### src/rtl/inv_sub_bytes_pkg.sv
// Shared types, sizes and GF(2^8) helpers for the InvSubBytes datapath.
package inv_sub_bytes_pkg;

    localparam int unsigned NB_BYTES = 16;
    localparam int unsigned BYTE_W   = 8;
    localparam int unsigned STATE_W  = NB_BYTES * BYTE_W;
    localparam int unsigned CNT_W    = 5;

    typedef logic [STATE_W-1:0] state_t;

    typedef enum logic [1:0] {
        ST_IDLE,
        ST_BUSY,
        ST_DONE
    } fsm_e;

    // Multiply in GF(2^8) modulo x^8 + x^4 + x^3 + x + 1.
    function automatic logic [BYTE_W-1:0] gf_mul(input logic [BYTE_W-1:0] a,
                                                 input logic [BYTE_W-1:0] b);
        logic [BYTE_W-1:0] p;
        logic [BYTE_W-1:0] x;
        p = '0;
        x = a;
        for (int i = 0; i < 8; i++) begin
            if (b[i]) p = p ^ x;
            x = {x[6:0], 1'b0} ^ (x[7] ? 8'h1b : 8'h00);
        end
        return p;
    endfunction

    // Multiplicative inverse as a^254; maps 0 to 0 as the S-box requires.
    function automatic logic [BYTE_W-1:0] gf_inv(input logic [BYTE_W-1:0] a);
        logic [BYTE_W-1:0] r;
        logic [BYTE_W-1:0] p;
        r = 8'h01;
        p = a;
        for (int i = 1; i < 8; i++) begin
            p = gf_mul(p, p);
            r = gf_mul(r, p);
        end
        return r;
    endfunction

endpackage

### src/rtl/inv_sub_bytes_if.sv
// Valid/ready input and output channels of the InvSubBytes block.
interface inv_sub_bytes_if;
    import inv_sub_bytes_pkg::*;

    logic   in_valid;
    logic   in_ready;
    state_t in_state;
    logic   out_valid;
    logic   out_ready;
    state_t out_state;
    logic   busy;

    modport master (
        output in_valid, in_state, out_ready,
        input  in_ready, out_valid, out_state, busy
    );

    modport slave (
        input  in_valid, in_state, out_ready,
        output in_ready, out_valid, out_state, busy
    );
endinterface

### src/rtl/inv_sub_bytes_inv_s_box.sv
// Combinational AES inverse S-box: inverse affine map followed by GF(2^8) inversion.
module inv_s_box
    import inv_sub_bytes_pkg::*;
(
    input  logic [BYTE_W-1:0] in_byte,
    output logic [BYTE_W-1:0] out_c
);

    logic [BYTE_W-1:0] aff;

    always_comb begin
        aff   = {in_byte[6:0], in_byte[7]}
              ^ {in_byte[4:0], in_byte[7:5]}
              ^ {in_byte[1:0], in_byte[7:2]}
              ^ 8'h05;
        out_c = gf_inv(aff);
    end

endmodule

### src/rtl/inv_sub_bytes.sv
// Iterative InvSubBytes: LANES bytes per cycle, MSB byte first, single result buffer.
module inv_sub_bytes
    import inv_sub_bytes_pkg::*;
#(
    parameter int unsigned LANES = 4
) (
    input  logic           clk,
    input  logic           rst_n,
    inv_sub_bytes_if.slave bus
);

    fsm_e             state_q, state_d;
    logic [CNT_W-1:0] cnt_q, cnt_d;
    state_t           work_q, work_d;
    logic             in_ready_q, in_ready_d;
    logic             out_valid_q, out_valid_d;
    logic             busy_q, busy_d;

    logic [BYTE_W-1:0] lane_in  [LANES];
    logic [BYTE_W-1:0] lane_out [LANES];
    logic [CNT_W-1:0]  cnt_nxt;

    // Pick the bytes at positions cnt..cnt+LANES-1 for the S-box lanes.
    always_comb begin
        for (int unsigned l = 0; l < LANES; l++) begin
            lane_in[l] = '0;
            for (int b = 0; b < NB_BYTES; b++) begin
                if (CNT_W'(b) == cnt_q + CNT_W'(l))
                    lane_in[l] = work_q[STATE_W-1-BYTE_W*b -: BYTE_W];
            end
        end
    end

    for (genvar g = 0; g < LANES; g++) begin : g_lane
        inv_s_box u_inv_s_box (
            .in_byte (lane_in[g]),
            .out_c   (lane_out[g])
        );
    end

    always_comb begin
        state_d = state_q;
        cnt_d   = cnt_q;
        work_d  = work_q;
        cnt_nxt = cnt_q + CNT_W'(LANES);

        case (state_q)
            ST_IDLE: begin
                if (bus.in_valid && in_ready_q) begin
                    work_d  = bus.in_state;
                    cnt_d   = '0;
                    state_d = ST_BUSY;
                end
            end
            ST_BUSY: begin
                for (int unsigned l = 0; l < LANES; l++) begin
                    for (int b = 0; b < NB_BYTES; b++) begin
                        if (CNT_W'(b) == cnt_q + CNT_W'(l))
                            work_d[STATE_W-1-BYTE_W*b -: BYTE_W] = lane_out[l];
                    end
                end
                cnt_d = cnt_nxt;
                if (cnt_nxt >= CNT_W'(NB_BYTES)) state_d = ST_DONE;
            end
            ST_DONE: begin
                if (bus.out_ready) state_d = ST_IDLE;
            end
            default: state_d = ST_IDLE;
        endcase

        // Status outputs are registered copies of the next-state decode.
        in_ready_d  = (state_d == ST_IDLE);
        out_valid_d = (state_d == ST_DONE);
        busy_d      = (state_d != ST_IDLE);
    end

    always_ff @(posedge clk) begin
        if (!rst_n) begin
            state_q     <= ST_IDLE;
            cnt_q       <= '0;
            work_q      <= '0;
            in_ready_q  <= 1'b1;
            out_valid_q <= 1'b0;
            busy_q      <= 1'b0;
        end else begin
            state_q     <= state_d;
            cnt_q       <= cnt_d;
            work_q      <= work_d;
            in_ready_q  <= in_ready_d;
            out_valid_q <= out_valid_d;
            busy_q      <= busy_d;
        end
    end

    assign bus.in_ready  = in_ready_q;
    assign bus.out_valid = out_valid_q;
    assign bus.out_state = work_q;
    assign bus.busy      = busy_q;

endmodule

### src/flat_wrapper.sv
// flat-port wrapper written by rule: the top's interface ports become plain ports
module inv_sub_bytes_flat import inv_sub_bytes_pkg::*;
#(
    parameter int unsigned LANES = 4
)
  (clk, rst_n, bus_in_valid, bus_in_state, bus_out_ready, bus_in_ready, bus_out_valid, bus_out_state, bus_busy);
  inv_sub_bytes_if bus_i ();
  input  logic clk;
  input  logic rst_n;
  input wire logic [$bits(bus_i.in_valid)-1:0] bus_in_valid;
  input wire logic [$bits(bus_i.in_state)-1:0] bus_in_state;
  input wire logic [$bits(bus_i.out_ready)-1:0] bus_out_ready;
  output wire logic [$bits(bus_i.in_ready)-1:0] bus_in_ready;
  output wire logic [$bits(bus_i.out_valid)-1:0] bus_out_valid;
  output wire logic [$bits(bus_i.out_state)-1:0] bus_out_state;
  output wire logic [$bits(bus_i.busy)-1:0] bus_busy;
  assign bus_i.in_valid = bus_in_valid;
  assign bus_i.in_state = bus_in_state;
  assign bus_i.out_ready = bus_out_ready;
  assign bus_in_ready = bus_i.in_ready;
  assign bus_out_valid = bus_i.out_valid;
  assign bus_out_state = bus_i.out_state;
  assign bus_busy = bus_i.busy;
  inv_sub_bytes #(.LANES(LANES)) u_core (.clk(clk), .rst_n(rst_n), .bus(bus_i));
endmodule
### config.mk
export PLATFORM = sky130hd
export DESIGN_NAME = inv_sub_bytes_flat
export DESIGN_NICKNAME = d
export VERILOG_FILES = /design/src/rtl/inv_sub_bytes_pkg.sv /design/src/rtl/inv_sub_bytes_if.sv /design/src/rtl/inv_sub_bytes_inv_s_box.sv /design/src/rtl/inv_sub_bytes.sv /design/src/flat_wrapper.sv
export SDC_FILE = /design/constraint.sdc
export NUM_CORES = 2
export LEC_CHECK = 0
export BUFFER_PORTS_ARGS = -buffer_cell sky130_fd_sc_hd__buf_2
export CORE_MARGIN = 1.5
export CORE_UTILIZATION = 60
export CTS_BUF_LIST = sky130_fd_sc_hd__clkbuf_2
export DETAILED_ROUTE_END_ITERATION = 10
export PLACE_DENSITY = 0.78
export SETUP_SLACK_MARGIN = 0.02
export SYNTH_ARGS = -nofsm -noshare
export SYNTH_HDL_FRONTEND = slang
export SYNTH_SLANG_ARGS = --single-unit
### constraint.sdc
create_clock -name clk -period 19.1 [get_ports clk]
set_input_delay 0.955 -clock clk [delete_from_list [all_inputs] [get_ports clk]]
set_output_delay 0.955 -clock clk [all_outputs]
set_load 0.005 [all_outputs]
==> flow_metrics.py <==
metrics = {
    "critical_path": {
        "startpoint_type": "register",
        "slowest_delay_ns": 0.69,
        "crit_type": "reg -> reg",
        "critPathLaunch": "u_core.cnt_q[2]",
        "crit_arrival_ns": 19.29,
        "cp_max_fo": 27,
        "worst_path_max_delay_cell": "xnor3_1",
        "end_kind": "register",
        "r2r_start": "u_core.cnt_q[2]",
        "critPathRequiredTime_ns": 19.97,
        "crit_top_cell": "xnor2_1",
    },
    "synthesis": {
        "synthFlopType": "dfxtp_1",
        "synth.distinct_cells": 144,
        "avgSynthCellArea_sq_um": 7.40,
        "ys_warn_count": 0,
        "synth_edf_count": 0,
        "syn_inst": 8993,
        "syn_nets": 9156,
        "postSynth.asyncResetShare_pct": 0,
        "netlist_area_sq_um": 66500,
        "ys_ff_latch": 136,
        "synth-seq-area-share_pct": 4.09,
    },
    "route": {
        "ant_nets": 0,
        "via_count": 68200,
        "drt_pass1_iterations": 9,
        "wl_mm": 236,
        "wire_per_inst_microns": 22.4,
        "drc": 0,
        "vias_per_cell": 6.46,
        "drt-initial-drc-count": 7953,
    },
    "clock_network": {
        "cts_inserted_buffers": 17,
        "clock_path_buffers": 2,
        "postCtsHoldBufs": 0,
        "cts-root-buf": "clkbuf_2",
        "clkTransAtPathRegs_ns": 0.26,
        "cts_sinks": 136,
        "clk_latency_ns": 0.93,
        "cts_tree": "done",
        "htreeDepth": 4,
    },
    "placement": {
        "port_buffers": 262,
        "preCtsSetupSlack_ns": -0.460,
        "hpwl_mm": 178,
        "gp_congestion": 1.03,
    },
    "flow_run": {
        "cap_violations": 0,
    },
    "timing": {
        "period_needed_ns": 18.42,
        "max_freq_ghz": 0.0543,
        "drv_slew": 0,
        "worst_pin_slew_ns": 1.27,
        "max-slew-margin-rel_pct": 15.0,
        "fin_crit_sh_pct": 96.5,
        "tns_ns": 0,
        "finalHoldViolCount": 0,
        "setup_viol": 0,
        "setup_slack_ns": 0.675,
        "skew_ns": 0.0508,
    },
    "final_layout": {
        "area_delta_synth_final_pct": 6.79,
        "final_common_cell": "xnor2_1",
        "layout.nets": 9219,
        "layout_common_cells": "1,584 x xnor2_1, 1,222 x nor2_1, 937 x nand2_1",
        "n_fill_cell": 9711,
        "drive_gt1_share_pct": 13.8,
        "post-route-util_pct": 64.9,
    },
    "global_routing": {
        "grt_max_degree": 87,
        "antenna_found_initial": 34,
        "grt_pass1_vias": 61500,
        "gr-usage-all-layers_pct": 39.7,
        "grt_first_pass_wirelength_mm": 360,
        "overflow": 0,
    },
    "floorplan": {
        "start_util_pct": 60.8,
        "fp.dieH_microns": 336,
        "die_area_sq_um": 113000,
        "design.portCount": 263,
        "rows": 121,
        "core_area_sq_um": 109000,
        "die_w_microns": 336,
    },
    "min_path": {
        "hold_class": "in -> reg",
        "min-delay-start": "bus_in_state[91]",
    },
    "outcome": {
        "status": "finished clean",
    },
}
[Yosys cell counts, types with 29 or more instances]
cell	instances	area, sq um
xnor2_1	1640	14400
nor2_1	1226	4600
nand2_1	938	3520
a21oi_1	553	2770
xor2_1	407	3560
o21ai_0	388	1940
clkbuf_1	301	1130
xnor3_1	244	5500
mux2i_1	222	2220
nor3_1	222	1110
nand3_1	217	1090
buf_2	165	826
dfxtp_1	136	2720
xnor2_2	124	2020
o22ai_1	116	726
nor2b_1	115	719
o211ai_1	107	803
inv_1	91	342
and2_1	88	551
o21ai_1	88	440
a211oi_1	79	593
a31oi_1	76	475
nand2b_1	68	425
buf_4	67	503
o221ai_1	64	561
or3_1	55	344
a22oi_1	53	398
and3_1	46	288
a221oi_1	43	377
xor2_2	40	651
mux2_2	39	439
xnor2_4	37	1020
a21o_1	33	248
ha_1	31	388
o31ai_1	30	225
xnor3_2	30	713
nand3b_1	29	218
[layout make-up]
class,count,area [sq um],area share (%)
inverter,123,468,0.659
tap,1476,1850,2.60
timing repair buffer,626,4080,5.74
clock buffer,17,85.1,0.120
clock inverter,15,144,0.203
multi-input combinational,8152,61700,86.8
sequential,136,2720,3.83
antenna,16,40.0,0.0563
[sequential cells by signal, summed over array words and instances, names as in the netlist]
register              cells
u_core.bus.out_valid      1
u_core.bus.busy           1
u_core.bus.in_ready       1
u_core.state_q            2
u_core.bus.out_state    128
u_core.cnt_q              3
[critical path, delay by kind of cell (launching register included)]
kind	cells	cell delay [ns]
XOR/XNOR	30	10.04
AND/OR/NAND/NOR	12	2.84
AO/OA/AOI/OAI	12	2.64
adder cells (fa/ha/maj)	3	1.12
buffers and inverters	7	0.97
flip-flops	1	0.39
multiplexers	2	0.32
[metrics by stage]
step           cells  hold WS [ns]  area, sq um
4_1_cts        10500         0.296        70000
6_report       10600         0.313        71100
2_1_floorplan   8993         0.460        66500
3_5_place_dp   10500         0.464        69700
3_3_place_gp   10500         0.457        69700
5_1_grt        10600         0.313        71000
[per-layer routing]
layer  track usage [%]  vias up  wire length (microns)
met4              10.4       40                   6370
met2              59.8     3827                 102000
met5                 0        -                    242
met1              55.5    32400                  98000
met3              10.8      495                  30100
li1                  -    31400                      -
[kinds of logic (layout without fill, tap and decap cells)]
family,count (synthesis),in the layout,synth area share (%)
muxes,270,270,4.21
other,1,17,0.00564
and+or+nand+nor,3196,3196,21.6
AOI/OAI and AO/OA,2075,2075,20.9
DFF,136,136,4.09
xor gates and xnor gates,2566,2567,43.5
buffers and inverters,706,781,4.96
adders and majority gates,43,43,0.764
[final timing paths]
path	end	slack, ns	cells past startpoint
hold reg to reg	u_core.bus.out_state[104]	0.49	2
setup / recovery	u_core.bus.out_state[50]	0.68	66
hold / removal	u_core.bus.out_state[91]	0.31	3
setup reg to reg	u_core.bus.out_state[50]	0.68	66
[what timing repair did]
action / in CTS / in global routing
hold endpoints to repair: 0 / 0
gates cloned: 0 / 1
pin swaps: 0 / 14
setup endpoints to repair: 78 / 128
gates resized for setup: 7 / 99
setup buffers: 0 / 34
Power is not shown: default switching activity piles up to over one toggle a cycle in this logic, so the estimate is an artifact.
